**config.mk**
```make
export PLATFORM = sky130hd
export DESIGN_NAME = csa_stream_accumulator
export DESIGN_NICKNAME = d
export VERILOG_FILES = /design/src/rtl/csa_pkg.sv /design/src/rtl/csa_row.sv /design/src/rtl/csa_stream_accumulator.sv
export SDC_FILE = /design/constraint.sdc
export NUM_CORES = 1
export LEC_CHECK = 0
export ABC_AREA = 1
export CORE_MARGIN = 2
export CORE_UTILIZATION = 30
export CTS_CLUSTER_DIAMETER = 200
export CTS_CLUSTER_SIZE = 20
export DETAILED_ROUTE_END_ITERATION = 10
export PLACE_DENSITY = 0.45
export SLEW_MARGIN = 20
export SYNTH_ARGS = -nofsm -noshare
export SYNTH_HDL_FRONTEND = slang
export SYNTH_SLANG_ARGS = --single-unit
export TNS_END_PERCENT = 10
```
**constraint.sdc**
```tcl
create_clock -name clk -period 4.2 [get_ports clk]
set_clock_uncertainty 0.15 [all_clocks]
set_input_delay 0.42 -clock clk [delete_from_list [all_inputs] [get_ports clk]]
set_output_delay 0.42 -clock clk [all_outputs]
set_load 0.02 [all_outputs]
```
**src/rtl/csa_pkg.sv**
```systemverilog
// Shared types and helpers for the carry-save stream accumulator.
package csa_pkg;

    typedef enum logic [1:0] {
        ACCUM,
        RESOLVE,
        OUTPUT
    } state_e;

    // Enough headroom for MAX_OPS operands plus a sign bit.
    function automatic int acc_width(input int width, input int max_ops);
        return width + $clog2(max_ops) + 1;
    endfunction

endpackage

```
**src/rtl/csa_row.sv**
```systemverilog
// Bitwise 3:2 compressor row: sum and majority (unshifted carry) vectors.
module csa_row #(
    parameter int WIDTH = 8
) (
    input  logic [WIDTH-1:0] a,
    input  logic [WIDTH-1:0] b,
    input  logic [WIDTH-1:0] c,
    output logic [WIDTH-1:0] s,
    output logic [WIDTH-1:0] m
);

    assign s = a ^ b ^ c;
    assign m = (a & b) | (a & c) | (b & c);

endmodule

```
**src/rtl/csa_stream_accumulator.sv**
```systemverilog
// Streams operands into a redundant sum/carry pair, resolves with one add
// on the last beat and holds the result behind a valid/ready output.
module csa_stream_accumulator
    import csa_pkg::*;
#(
    parameter  int WIDTH     = 8,
    parameter  int MAX_OPS   = 4,
    localparam int ACC_WIDTH = acc_width(WIDTH, MAX_OPS)
) (
    input  logic                 clk,
    input  logic                 rst,
    input  logic                 in_valid,
    output logic                 in_ready,
    input  logic [WIDTH-1:0]     in_data,
    input  logic                 in_signed,
    input  logic                 in_sub,
    input  logic                 in_last,
    output logic                 out_valid,
    input  logic                 out_ready,
    output logic [ACC_WIDTH-1:0] out_data,
    output logic                 out_ovf
);

    localparam int CNT_W = $clog2(MAX_OPS + 2);
    localparam logic [CNT_W-1:0] CNT_MAX = CNT_W'(MAX_OPS + 1);
    localparam logic [CNT_W-1:0] OPS_LIM = CNT_W'(MAX_OPS);

    state_e               state_q, state_d;
    logic [ACC_WIDTH-1:0] acc_s_q, acc_s_d;
    logic [ACC_WIDTH-1:0] acc_c_q, acc_c_d;
    logic [ACC_WIDTH-1:0] res_q, res_d;
    logic [CNT_W-1:0]     cnt_q, cnt_d;
    logic                 ovf_q, ovf_d;

    logic [ACC_WIDTH-1:0] ext_x;
    logic [ACC_WIDTH-1:0] op_x;
    logic [ACC_WIDTH-1:0] row_s;
    logic [ACC_WIDTH-1:0] row_m;
    logic                 unused_m;

    assign ext_x = {{(ACC_WIDTH-WIDTH){in_signed & in_data[WIDTH-1]}}, in_data};
    assign op_x  = in_sub ? ~ext_x : ext_x;

    csa_row #(
        .WIDTH(ACC_WIDTH)
    ) u_row (
        .a(acc_s_q),
        .b(acc_c_q),
        .c(op_x),
        .s(row_s),
        .m(row_m)
    );

    // The top majority bit weighs 2^ACC_WIDTH and vanishes modulo the width.
    assign unused_m = row_m[ACC_WIDTH-1];

    assign out_data = res_q;
    assign out_ovf  = ovf_q;

    always_comb begin
        state_d   = state_q;
        acc_s_d   = acc_s_q;
        acc_c_d   = acc_c_q;
        res_d     = res_q;
        cnt_d     = cnt_q;
        ovf_d     = ovf_q;
        in_ready  = 1'b0;
        out_valid = 1'b0;
        unique case (state_q)
            ACCUM: begin
                in_ready = 1'b1;
                if (in_valid) begin
                    acc_s_d = row_s;
                    // LSB injection completes ~x + 1 for subtracted beats.
                    acc_c_d = {row_m[ACC_WIDTH-2:0], in_sub};
                    if (cnt_q != CNT_MAX) begin
                        cnt_d = cnt_q + 1'b1;
                    end
                    if (in_last) begin
                        state_d = RESOLVE;
                    end
                end
            end
            RESOLVE: begin
                res_d   = acc_s_q + acc_c_q;
                ovf_d   = (cnt_q > OPS_LIM);
                state_d = OUTPUT;
            end
            OUTPUT: begin
                out_valid = 1'b1;
                if (out_ready) begin
                    acc_s_d = '0;
                    acc_c_d = '0;
                    cnt_d   = '0;
                    state_d = ACCUM;
                end
            end
            default: begin
                state_d = ACCUM;
            end
        endcase
    end

    always_ff @(posedge clk or posedge rst) begin
        if (rst) begin
            state_q <= ACCUM;
            acc_s_q <= '0;
            acc_c_q <= '0;
            res_q   <= '0;
            cnt_q   <= '0;
            ovf_q   <= 1'b0;
        end else begin
            state_q <= state_d;
            acc_s_q <= acc_s_d;
            acc_c_q <= acc_c_d;
            res_q   <= res_d;
            cnt_q   <= cnt_d;
            ovf_q   <= ovf_d;
        end
    end

endmodule

```
==> results.cfg, run 1 <==
[run_status]
status = finished clean

[drt]
drt_iter0_drc = 69
wl_um = 4900
drtPass1Iterations = 4
num_vias = 1817
drcViolationCount = 0
wl_per_cell_um = 11.8
drtAntennaViolNets = 0
viasPerCell = 4.39

[floorplan]
die-area_mm2 = 0.00896
io_pins = 29
die_w_um = 94.7
rows = 33
start_util_pct = 30.5
coreArea_mm2 = 0.00809
fp.dieH_um = 94.7

[power]
powerDensity_mw_per_mm2 = 697
p_seq_share_pct = 31.3
clock_power_share_pct = 16.0
p_sw_uw = 865
p_sw_share_pct = 41.9
p_comb_share_pct = 52.7
leakagePower_nw = 1.41
peakVddDrop_uv = 199
power.internal_mw = 1.20

[setup_path]
critPathKind = reg2out
crit_start = state_q[0]
r2r-end = out_data[6]
worstPathMaxFanout = 5
crit_end = in_ready
start_kind = flip-flop
ff2ff_path_depth = 9
r2r_setup_slack_ps = 2240
cp.required_ps = 3630
timing.rr.start = acc_s_q[0]
cp-end-kind = primary output
cp.arrival_ps = 1570

[grt]
track_usage_pct = 12.4
grt_pass1_vias = 1858
antenna_found_initial = 0
grt_max_degree = 29
grt_pass1_wl_um = 8690
overflow = 0

[worst_hold_path]
worstHoldPathType = in2async

[placed_design]
placed_cells = 406
routabilityCongestion = 0.752
dp_slack_ps = 1730
io_buffers = 28
dp_hpwl_um = 3730
place_area_mm2 = 0.00284

[clocking]
clock_insertion_delay_worst_skew_ps = 290
clk_pin_slew_ps = 80
htree_levels = 2
cts_made_buffers = 5
clk_path_buf_depth = 2
cts.repair.resized = 0
root_buffer = clkbuf_8
hold_buffers = 0
cts_setup_buffers = 0
cts_tree = done
clkSinkCount = 39

[yosys]
synth_cells = 277
syn_nets = 316
ys_seq_area_share_pct = 39.6
netlist-cell-type-count = 27
syn_area_per_cell_um2 = 8.90
synth-seq-cells = 39
synth_warnings = 0
netlist_area_mm2 = 0.00247

[timing]
rsz0062_at_grt = false
setup_slack_ps = 2060
tns_ps = 0
setup_viol = 0
fmax_mhz = 468
relSlewSlack_pct = 62.5
worst_pin_slew_ps = 561
finalMaxSlewViolations = 0
hold_viol = 0
fin_crit_ps = 2140
fin_crit_sh_pct = 50.8

[layout]
final_area_mm2 = 0.00296
instances_no_fill = 414
utilization_pct = 36.6
regArea_um2 = 976
mostFrequentLayoutCells = nand2_1, inv_1, dfrtp_1, clkdlybuf4s50_1, nand3_1
layout_commonest_cell = nand2_1
synthToLayoutAreaGrowth_pct = 20.0
drive_gt1_share_pct = 10.0
diodes = 0
multi_input_area_mm2 = 0.00129
nFillCells = 861
fin_nets = 347

[run]
cap_viol_max_count = 0
## metrics by stage
stage,total power [mW],hold WS (ps)
after CTS,2.10,331
after detailed placement,1.76,316
after floorplan,1.45,339
after global placement,1.75,316
after global routing,2.28,357
final,2.06,315
## synth_stat cells
| cell | n | area, um2 |
|---|---|---|
| a21oi_1 | 5 | 25.0 |
| a22oi_2 | 1 | 12.5 |
| buf_2 | 1 | 5.00 |
| buf_4 | 2 | 15.0 |
| buf_6 | 2 | 22.5 |
| dfrtp_1 | 39 | 976 |
| fa_1 | 11 | 220 |
| ha_1 | 13 | 163 |
| inv_1 | 39 | 146 |
| inv_2 | 2 | 7.51 |
| nand2_1 | 75 | 282 |
| nand2_2 | 3 | 18.8 |
| nand2_4 | 2 | 22.5 |
| nand3_1 | 18 | 90.1 |
| nand3b_1 | 2 | 15.0 |
| nand4_1 | 2 | 12.5 |
| nor2_1 | 15 | 56.3 |
| nor2_2 | 1 | 6.26 |
| nor2_4 | 2 | 22.5 |
| nor3_1 | 1 | 5.00 |
| nor3_2 | 1 | 10.0 |
| o21ai_0 | 7 | 35.0 |
| o21ai_1 | 2 | 10.0 |
| o22ai_1 | 8 | 50.1 |
| o22ai_2 | 10 | 125 |
| o31ai_1 | 1 | 7.51 |
| xnor2_1 | 12 | 105 |
## kinds of logic (layout without fill, tap and decap cells)
kind of cell             Yosys count  count (layout)  share of synthesized area (%)
AO/OA/AOI/OAI                     34              34                           10.8
XOR/XNOR                          12              12                           4.26
flip-flops                        39              39                           39.6
buffers and inverters             46              78                           7.97
AND/OR/NAND/NOR                  122             122                           21.9
adder cells (fa/ha/maj)           24              24                           15.5
## sequential cells by signal (all words and copies together), names as in the netlist
signal / count
acc_c_q: 11
acc_s_q: 11
out_data: 11
state_q: 2
out_ovf: 1
cnt_q: 3
## worst min-delay path by stage
stage / from / to / slack [ps] / cells after the start
finish: rst / state_q[0] / 320 / 2
global route: out_data[7] / out_data[7] / 360 / 2
CTS: rst / cnt_q[1] / 330 / 2
detailed placement: out_data[9] / out_data[9] / 320 / 2
global placement: out_ovf / out_ovf / 320 / 2
floorplan: acc_c_q[10] / acc_c_q[10] / 340 / 2
## worst max-delay path: stages, from the launching register on
cell	delay (ps)
dfrtp_1	470
nor2_2	170
clkdlybuf4s50_1	630
## area by class of cell
class                   count  share of cell area [%]
multi-input cells         192                    43.7
flip-flops and latches     39                    33.0
repair buffers             29                    9.72
inverters                  41                    5.20
well taps                 105                    4.44
clock buffers               6                    2.79
clock inverters             2                    1.18
## routing by layer
| metal | part of all wire (%) | wire length [um] | global-route usage, % |
|---|---|---|---|
| met2 | 44 | 2140 | 19.0 |
| met1 | 52 | 2550 | 17.5 |
| met5 | 0 | 0 | 0 |
| met3 | 3.0 | 147 | 2.39 |
| met4 | 1.4 | 71 | 4.11 |
## power by group through the flow
stage / Combinational [mW] / Sequential (mW) / Clock [mW]
2_1_floorplan: 0.761 / 0.691 / 0
3_3_place_gp: 1.09 / 0.654 / 0
3_5_place_dp: 1.10 / 0.655 / 0
4_1_cts: 1.11 / 0.648 / 0.342
5_1_grt: 1.25 / 0.668 / 0.356
6_report: 1.09 / 0.646 / 0.330
Power figures use the tool's default switching activity.
==> inputs of run 2 (changes only) <==
clock period = 2.1 ns   (was 4.2 ns; I/O delays follow)
==> run 2 against run 1 <==
Compared with the run above:
- register-to-register slack worse by 2000 ps
- wire length is 1.3% lower
- non-clock buffer count is 6 higher
- cell count is 1.4% higher
- utilization is 0.34 points higher
- largest power group unchanged
==> results.cfg, run 2 (synthesis gave the netlist of run 1 again) <==
[layout]
nFillCells = 861
diodes = 0
instances_no_fill = 420
mostFrequentLayoutCells = nand2_1, inv_1, dfrtp_1, clkdlybuf4s50_1, nand3_1
fin_nets = 353
layout_commonest_cell = nand2_1
drive_gt1_share_pct = 11.4
synthToLayoutAreaGrowth_pct = 21.2

[timing]
hold_viol = 0
rsz0062_at_grt = false
tns_ps = 0
fmax_mhz = 519
fin_crit_ps = 1930
finalMaxSlewViolations = 0
fin_crit_sh_pct = 91.7
worst_pin_slew_ps = 497
setup_viol = 0
relSlewSlack_pct = 66.8

[clocking]
cts_made_buffers = 5
root_buffer = clkbuf_8
clk_path_buf_depth = 2
hold_buffers = 0
clock_insertion_delay_worst_skew_ps = 290
cts.repair.resized = 0
htree_levels = 2
cts_tree = done
cts_setup_buffers = 0
clkSinkCount = 39
clk_pin_slew_ps = 70

[drt]
drcViolationCount = 0
drt_iter0_drc = 47
drtPass1Iterations = 4
drtAntennaViolNets = 0
viasPerCell = 4.38
wl_um = 4830
num_vias = 1840
wl_per_cell_um = 11.5

[setup_path]
slowest_delay_ps = 630
cp_top_family = buffers and inverters
timing.rr.start = acc_s_q[0]
crit_start = state_q[0]
cp.required_ps = 1740
cpMaxStageDelayCell = clkdlybuf4s50_1
r2r-end = out_data[6]
critPathKind = reg2out
cp-end-kind = primary output
crit_end = in_ready
cp.arrival_ps = 1570
crit_cells = 2
r2r_setup_slack_ps = 230
path_buf_inv = 1
start_kind = flip-flop
worstPathCellList = nor2_2, clkdlybuf4s50_1
ff2ff_path_depth = 9
worstPathMaxFanout = 5

[power]
p_sw_share_pct = 42.4
p_comb_share_pct = 54.4
p_seq_share_pct = 31.8
clock_power_share_pct = 13.8
powerDensity_mw_per_mm2 = 1350
peakVddDrop_uv = 434
leakagePower_nw = 1.43
power.internal_mw = 2.33
p_sw_mw = 1.72

[run_status]
status = finished clean

[grt]
antenna_found_initial = 0
overflow = 0
grt_pass1_vias = 1817
track_usage_pct = 12.3
grt_max_degree = 40
grt_pass1_wl_um = 8560

[floorplan]
rows = 33
start_util_pct = 30.5
fp.dieH_um = 94.7
coreArea_mm2 = 0.00809
io_pins = 29
die-area_mm2 = 0.00896
die_w_um = 94.7

[placed_design]
placed_cells = 412
routabilityCongestion = 0.747
io_buffers = 28
dp_hpwl_um = 3770

[run]
cap_viol_max_count = 0

[worst_hold_path]
worstHoldPathType = in2async
==> run 2: changes by cell type in the layout (fill, tap and decap cells not counted) <==
cell       change
buf_4          +6
bufinv_16      -1
clkbuf_1       +1
clkbuf_8       +1
clkinv_2       -1
==> run 2: area by class of cell <==
type / count / area, um2 / share of cell area (%)
clock buffer: 8 / 100 / 3.35
timing repair buffer: 35 / 333 / 11.1
inverter: 41 / 154 / 5.15
tap: 105 / 131 / 4.40
multi-input combinational: 192 / 1290 / 43.3
sequential: 39 / 976 / 32.7
==> run 2: through the flow <==
step / util, % / power (mW) / hold slack [ps] / setup slack, ps / cell area [um2]
3_5_place_dp: 35.7 / 3.52 / 318 / 105 / 2890
6_report: 36.9 / 4.05 / 190 / 174 / 2990
5_1_grt: 36.9 / 4.49 / 245 / 24.5 / 2990
4_1_cts: 36.9 / 4.11 / 207 / 152 / 2990
3_3_place_gp: 35.7 / 3.52 / 313 / 142 / 2890
2_1_floorplan: - / 2.91 / 166 / 330 / 2470
==> run 2: worst min-delay path by stage <==
stage,start,slack (ps),end,depth (start not counted)
finish,rst,190,cnt_q[2],3
global placement,out_data[9],310,out_data[9],2
global route,rst,250,cnt_q[2],3
floorplan,in_last,170,state_q[0],2
CTS,rst,210,cnt_q[2],3
detailed placement,out_data[0],320,out_data[0],2
==> run 2: worst min-delay path: cells and delay by family <==
kind	cells	cell delay, ps
buffers and inverters	3	860
==> run 2: power by group through the flow <==
stage	registers [mW]	logic (mW)	clock network (mW)
final	1.28	2.20	0.559
after global routing	1.33	2.55	0.616
after CTS	1.29	2.24	0.578
after detailed placement	1.30	2.22	0
after global placement	1.30	2.21	0
after floorplan	1.38	1.52	0
==> run 2: layer usage <==
layer	routed length [um]	global-route usage [%]	vias up
li1	-	-	965
met1	2530	17.7	848
met2	2090	18.2	22
met3	120	2.15	5
met4	93	4.71	0
met5	0	0	-
